**src/rtl/rf_access_ctrl.sv**
```systemverilog
`default_nettype none
// ============================================================================
//  Module   : rf_access_ctrl
//  Purpose  : Burst read/write controller for a registered-address register
//             file. Drives address/data/write-enable with the file's pipeline
//             timing and returns read words as a response stream.
//  Revision : 1.0  initial release
// ============================================================================
module rf_access_ctrl #(
  parameter int DATA_WIDTH = 16,
  parameter int ADDR_WIDTH = 4
) (
  input  logic                  clk,
  input  logic                  rst,
  input  logic                  req_valid,
  output logic                  req_ready,
  input  logic                  req_write,
  input  logic [ADDR_WIDTH-1:0] req_addr,
  input  logic [ADDR_WIDTH-1:0] req_len,
  input  logic                  wdata_valid,
  output logic                  wdata_ready,
  input  logic [DATA_WIDTH-1:0] wdata,
  output logic                  rsp_valid,
  output logic [DATA_WIDTH-1:0] rsp_rdata,
  output logic                  done,
  output logic [ADDR_WIDTH-1:0] rf_address,
  output logic [DATA_WIDTH-1:0] rf_wdata,
  output logic                  rf_mode,
  input  logic [DATA_WIDTH-1:0] rf_rdata
);

  typedef enum logic [1:0] {
    S_IDLE  = 2'd0,
    S_ISSUE = 2'd1,
    S_FLUSH = 2'd2
  } state_t;

  state_t                state_q, state_d;
  logic                  write_q, write_d;
  logic [ADDR_WIDTH-1:0] addr_q, addr_d;
  logic [ADDR_WIDTH-1:0] cnt_q, cnt_d;
  logic [1:0]            flush_q, flush_d;
  logic [ADDR_WIDTH-1:0] rf_address_q, rf_address_d;
  logic [DATA_WIDTH-1:0] rf_wdata_q, rf_wdata_d;
  // wr_iss/rd_iss: a beat of that kind issued in the previous cycle
  logic                  wr_iss_q, wr_iss_d;
  logic                  rd_iss_q, rd_iss_d;
  // rd_p2: the file's read data for that beat is on rf_rdata this cycle
  logic                  rd_p2_q, rd_p2_d;
  logic                  rf_mode_q, rf_mode_d;
  logic                  rsp_valid_q, rsp_valid_d;
  logic [DATA_WIDTH-1:0] rsp_rdata_q, rsp_rdata_d;
  logic                  beat;

  // Next-state, beat issue and pipeline tracking
  always_comb begin
    state_d      = state_q;
    write_d      = write_q;
    addr_d       = addr_q;
    cnt_d        = cnt_q;
    flush_d      = flush_q;
    rf_address_d = rf_address_q;
    rf_wdata_d   = rf_wdata_q;
    wr_iss_d     = 1'b0;
    rd_iss_d     = 1'b0;
    beat         = 1'b0;
    done         = 1'b0;
    req_ready    = (state_q == S_IDLE);
    wdata_ready  = (state_q == S_ISSUE) && write_q;
    // Write enable lines up with the file committing the address/data it
    // registered one edge after the beat was driven.
    rf_mode_d    = wr_iss_q;
    rd_p2_d      = rd_iss_q;
    rsp_valid_d  = rd_p2_q;
    rsp_rdata_d  = rd_p2_q ? rf_rdata : rsp_rdata_q;

    case (state_q)
      S_IDLE: begin
        if (req_valid) begin
          write_d = req_write;
          addr_d  = req_addr;
          cnt_d   = req_len;
          state_d = S_ISSUE;
        end
      end
      S_ISSUE: begin
        beat = !write_q || wdata_valid;
        if (beat) begin
          rf_address_d = addr_q;
          if (write_q) begin
            rf_wdata_d = wdata;
          end
          wr_iss_d = write_q;
          rd_iss_d = !write_q;
          addr_d   = addr_q + 1'b1;
          cnt_d    = cnt_q - 1'b1;
          if (cnt_q == '0) begin
            state_d = S_FLUSH;
            // Reads need one extra cycle for the response register.
            flush_d = write_q ? 2'd2 : 2'd3;
          end
        end
      end
      S_FLUSH: begin
        if (flush_q == 2'd0) begin
          done    = 1'b1;
          state_d = S_IDLE;
        end else begin
          flush_d = flush_q - 2'd1;
        end
      end
      default: state_d = S_IDLE;
    endcase
  end

  // State and pipeline registers; reset clears every output immediately
  always_ff @(posedge clk or posedge rst) begin
    if (rst) begin
      state_q      <= S_IDLE;
      write_q      <= 1'b0;
      addr_q       <= '0;
      cnt_q        <= '0;
      flush_q      <= 2'd0;
      rf_address_q <= '0;
      rf_wdata_q   <= '0;
      wr_iss_q     <= 1'b0;
      rd_iss_q     <= 1'b0;
      rd_p2_q      <= 1'b0;
      rf_mode_q    <= 1'b0;
      rsp_valid_q  <= 1'b0;
      rsp_rdata_q  <= '0;
    end else begin
      state_q      <= state_d;
      write_q      <= write_d;
      addr_q       <= addr_d;
      cnt_q        <= cnt_d;
      flush_q      <= flush_d;
      rf_address_q <= rf_address_d;
      rf_wdata_q   <= rf_wdata_d;
      wr_iss_q     <= wr_iss_d;
      rd_iss_q     <= rd_iss_d;
      rd_p2_q      <= rd_p2_d;
      rf_mode_q    <= rf_mode_d;
      rsp_valid_q  <= rsp_valid_d;
      rsp_rdata_q  <= rsp_rdata_d;
    end
  end

  assign rf_address = rf_address_q;
  assign rf_wdata   = rf_wdata_q;
  assign rf_mode    = rf_mode_q;
  assign rsp_valid  = rsp_valid_q;
  assign rsp_rdata  = rsp_rdata_q;

endmodule
`default_nettype wire
```
**config.mk**
```make
export PLATFORM = sky130hd
export DESIGN_NAME = rf_access_ctrl
export DESIGN_NICKNAME = d
export VERILOG_FILES = /design/src/rtl/rf_access_ctrl.sv
export SDC_FILE = /design/constraint.sdc
export NUM_CORES = 1
export LEC_CHECK = 0
export CAP_MARGIN = 10
export CORE_MARGIN = 2
export CORE_UTILIZATION = 40
export DETAILED_ROUTE_END_ITERATION = 10
export PLACE_DENSITY = 0.76
export SYNTH_ARGS = -nofsm -noshare
export SYNTH_HDL_FRONTEND = slang
export SYNTH_SLANG_ARGS = --single-unit
```
**constraint.sdc**
```tcl
create_clock -name clk -period 1.75 [get_ports clk]
set_clock_uncertainty 0.1 [all_clocks]
set_input_delay 0.4375 -clock clk [delete_from_list [all_inputs] [get_ports clk]]
set_output_delay 0.4375 -clock clk [all_outputs]
set_load 0.02 [all_outputs]
```
; ---- Word level (Yosys, flattened, before mapping)
; Index checks and enable logic that the tools add are counted.
[totals]
reg_bits = 54
latch_bits = 0
mem_bits_rw = 0
rom_bits = 0
inputBits = 45
wordCells = 59
n_memories = 0
[op_classes]
n_addsub = 3
n_mul = 0
div = 0
magnitude_cmp = 0
n_eq_ne = 7
shift = 0
n_mux = 22
n_bitwise = 0
reduce_logical = 14
[ops]
columns = cell, count
row1 = two-way mux 4 bit, 4
row2 = case mux 4 bit (2 select lines), 2
row3 = two-way mux 2 bit, 7
row4 = AND reduction 4 bit, 2
row5 = two-way mux 1 bit, 7
row6 = != test 2 bit (second input constant), 3
row7 = case mux 2 bit (3 select lines), 1
row8 = AND reduction 3 bit, 2
row9 = adder 4 x 1 -> 4 bit (second input constant), 1
row10 = zero test 2 bit, 2
row11 = zero test 4 bit, 1
row12 = != test 2 x 1 -> 1 bit (second input constant), 2
row13 = case mux 2 bit (2 select lines), 1
row14 = AND reduction 2 bit, 2
row15 = nonzero test 2 bit, 2
row16 = subtractor 4 x 1 -> 4 bit (second input constant), 1
row17 = == test 2 x 1 -> 1 bit (second input constant), 1
row18 = == test 2 bit (second input constant), 1
row19 = subtractor 2 x 1 -> 2 bit (second input constant), 1
row20 = logical AND 1 bit, 1
row21 = zero test 1 bit, 1
row22 = logical OR 1 bit, 1

; ---- Logic depth before layout (Yosys ltp)
[logic_depth]
depth_word = 4
mapped_depth = 5

; ---- Worst setup path after synthesis
; OpenSTA, ideal clock, no wires.
[synth_path]
path_type = reg-to-output
from = register state_q[1]
to = output port wdata_ready
arrival_ns = 1.056
t_required_ns = 1.212
path_slack_ns = 0.156
path_stages_with_launch = 4
cell_sequence = dfrtp_1 -> and2b_4 -> buf_4 -> and2_1
[synth_via]
elab_chain_len = 2
[synth_rtl]
columns = item, line_no
row1 = "start, declared", 38  ; state_t state_q, state_d;
row2 = "start signal, assigned", 133  ; state_q <= state_d;
row3 = == test 2 x 1 -> 1 bit, 69  ; wdata_ready = (state_q == S_ISSUE) && write_q;
row4 = logical AND 1 bit, 69
row5 = "end, declared", 21  ; output logic wdata_ready,
; No other way between the ends.

; ---- Worst setup path after layout
[layout_path]
from = register flush_q[0]
to = output port done
[layout_via]
elab_chain_len = 3
[layout_rtl]
columns = item, line_no
row1 = "start, declared", 42  ; logic [1:0] flush_q, flush_d;
row2 = "start signal, assigned", 137  ; flush_q <= flush_d;
row3 = zero test 2 bit, 105  ; if (flush_q == 2'd0) begin
row4 = two-way mux 1 bit, 105
row5 = two-way mux 1 bit, 77  ; case (state_q)
row6 = "end, declared", 25  ; output logic done,
; No other way between the ends.

==> metrics <==
area post-placement 0.003386 sq mm; Final min period 1.742 ns; power per cell area 1866 mW/mm^2; gr busiest metal met2; Routed WL 5305 um; Clock Sinks 54; worst-case vdd ir drop 0.7770 mV; Final Hold Viols 0; DR vias 1695; worst r2r path cells 6; post-synth top area cell dfrtp_1; Worst Hold Launch rf_mode_d; total CTS buffers 5; startpoint types flip-flop; R2R Path Start state_q[0]; Initial Utilization 41.77%; P_leak 1.623 nW; post-route cell area 0.003496 sq mm; pre-CTS WS -0.2258 ns; grt met1 use 22.85%; die width 80.30 um; Die Area 0.006447 sq mm; FMAX 0.5739 GHz; clock latency on the worst-skew pair 0.31 ns; port bufs 85; Detail Placement HPWL 3929 um; Fillers 470; Crit. Startpoint flush_q[0]; max_cap viols 0; Hold Crit Class flip-flop to flip-flop; largest net degree at the start of global routing 55; post-synthesis sequential area ratio 58.03%; Max transition margin 80.03%; detailed router's first-iteration violation count 68; Post-DRT Antenna Nets 0; max-slew violations 0; unrepaired setup endpoints after global routing true; period utilisation layout 99.56%; DIE HEIGHT 80.30 um; status complete, no violations; Worst R2R Setup Slack 0.06 ns; Netlist cell types 35; Vias/cell 4.913; worst setup path class flip-flop to output port; critical-path maximum fanout 3; gate count of the mapped netlist 166; GRT Overall Usage 17.81%; num rows 27; H-tree levels 2; Remaining DRCs 0; Area growth, synth to finish 50.13%; Synth Warn # 0; Worst-Margin Slew 0.2996 ns; final hold slack 0.2621 ns; GR Util met2 29.42%; Clock transition at path regs 0.10 ns; clock root buffer clkbuf_8; Avg Synthesized Cell Area 14.03 sq um; Critical Path End done; CP required 1.21 ns; reg2reg end rf_wdata[11]; area share of the largest cell type after synthesis 58.03%; Detailed Routing Iterations Pass 1 4; WL per Instance 15.38 um; min setup slack post-route 0.007680 ns; initial antenna violation count 0; vias in the first global route 1775; flops & latches, synth 54; synthesized area 0.002328 sq mm; first-pass GRT wire length 8659 um; top area cells in the synthesized netlist dfrtp_1 (58%), mux2_2 (15%), mux2_4 (5.8%); n_diodes 0; WP data arrival 1.20 ns; share of cells above drive strength 1 30.40%; CP Capture Type output port; core area 0.005574 sq mm; TNS Setup 0 ns; Top-Level Pins 86; gpl congestion 0.7864; Layout Nets 320; CTS tree built; Setup violations, final 0; total grt overflow 0; Clock Path Buffers 2; routing usage on met3 4.382%; syn nets 214; cts hold-fix bufs 0
[worst min path at each step]
| stage | to | slack [ns] | depth (start not counted) |
|---|---|---|---|
| 2_1_floorplan | rd_p2_q | 0.23 | 0 |
| 3_3_place_gp | rd_p2_q | 0.23 | 0 |
| 3_5_place_dp | rf_mode | 0.24 | 0 |
| 4_1_cts | rf_mode | 0.26 | 0 |
| 5_1_grt | rf_mode | 0.27 | 0 |
| 6_report | rf_mode | 0.26 | 0 |
[area by class of cell]
cell class | count | area, sq um | share of cell area (%)
timing repair buffer | 106 | 985.9 | 28.20
inverter | 10 | 41.29 | 1.181
clock buffer | 6 | 82.58 | 2.362
multi-input combinational | 95 | 928.4 | 26.56
tap | 72 | 90.09 | 2.577
clock inverter | 2 | 16.27 | 0.4653
sequential | 54 | 1351 | 38.65
[power breakdown]
part / switching (W) / leakage (nW) / internal [W]
clock: 0.000417 / 0.0478 / 0.000326
combinational: 0.00174 / 0.944 / 0.00185
sequential: 0.000310 / 0.631 / 0.00188
[critical path, cell delays in order (launching register included)]
cell and delay [ns]:
dfrtp_1 0.40, inv_2 0.08, ha_4 0.14, and3b_1 0.17, buf_6 0.12
[layout by cell type (no fill, tap or decap), drive strengths merged]
| cell type | instances |
|---|---|
| a31oi | 3 |
| clkinvlp | 2 |
| nand4b | 1 |
| nand3b | 2 |
| and3b | 3 |
| a2111oi | 1 |
| a221o | 1 |
| and2b | 1 |
| nand2b | 2 |
| nand3 | 2 |
| a211oi | 5 |
| clkdlybuf4s50 | 44 |
| nor3b | 2 |
| dfrtp | 54 |
| clkbuf | 6 |
| inv | 10 |
| mux2i | 3 |
| ha | 3 |
| mux2 | 40 |
| nor2 | 5 |
| a311oi | 1 |
| o21bai | 2 |
| nand2 | 6 |
| and2 | 1 |
| dlygate4sd2 | 38 |
| a21oi | 1 |
| and3 | 1 |
| buf | 24 |
| o22ai | 3 |
| or3 | 1 |
| a22o | 1 |
| a2bb2oi | 4 |
[flip-flops by register name (all words and copies together), names as in the netlist]
register and count:
rf_wdata 16, rsp_rdata 16, addr_q 4, cnt_q 4, rf_address 4, flush_q 2, state_q 2, rd_iss_q 1
rd_p2_q 1, rf_mode 1, rf_mode_d 1, rsp_valid 1, write_q 1
[cells in the mapped netlist]
library cell and n:
a2bb2oi_1 4, mux2_2 31, nor3b_1 2, a22o_1 1, a21oi_1 1, dfrtp_1 54, nand3b_1 2, nor2_4 1
a221o_1 1, clkbuf_1 3, and3_1 1, o21bai_2 1, and2b_4 1, nor2_1 4, nand2b_1 2, nand4b_1 1
ha_1 3, buf_4 1, inv_1 10, nand3_4 1, mux2i_1 3, buf_2 2, a311oi_1 1, o22ai_1 3
a2111oi_0 1, o21bai_1 1, and2_1 1, nand3_1 1, nand2_1 6, mux2_4 9, or3_1 1, and3b_1 3
a31oi_1 3, a211oi_1 5, buf_6 1
[stage by stage]
stage               std cells  util [%]  total power, W
global placement          333     60.74        0.005931
CTS                       343     62.04        0.006508
detailed placement        333     60.74        0.006058
floorplan                 166         -        0.004440
finish                    345     62.72        0.006523
global route              345     62.72        0.006992
[logic make-up after synthesis]
| logic type | Yosys count | synth area share (%) |
|---|---|---|
| flip-flops | 54 | 58.03 |
| multiplexers | 43 | 22.08 |
| AND/OR/NAND/NOR | 27 | 7.630 |
| AO/OA/AOI/OAI | 22 | 7.308 |
| buffers and inverters | 17 | 3.332 |
| adder cells (fa/ha/maj) | 3 | 1.612 |
[per-layer routing]
layer  up-vias  part of all wire [%]
li1        808                     -
met1       813                    44
met2        68                    47
met3         6                   7.0
met4         0                   1.5
met5         -                     0
[repair_timing]
item	in CTS	in global routing
endpoints found under the setup margin	41	5
buffers inserted	2	2
pin swaps	1	2
resized for setup	57	7
Power figures use the tool's default switching activity.
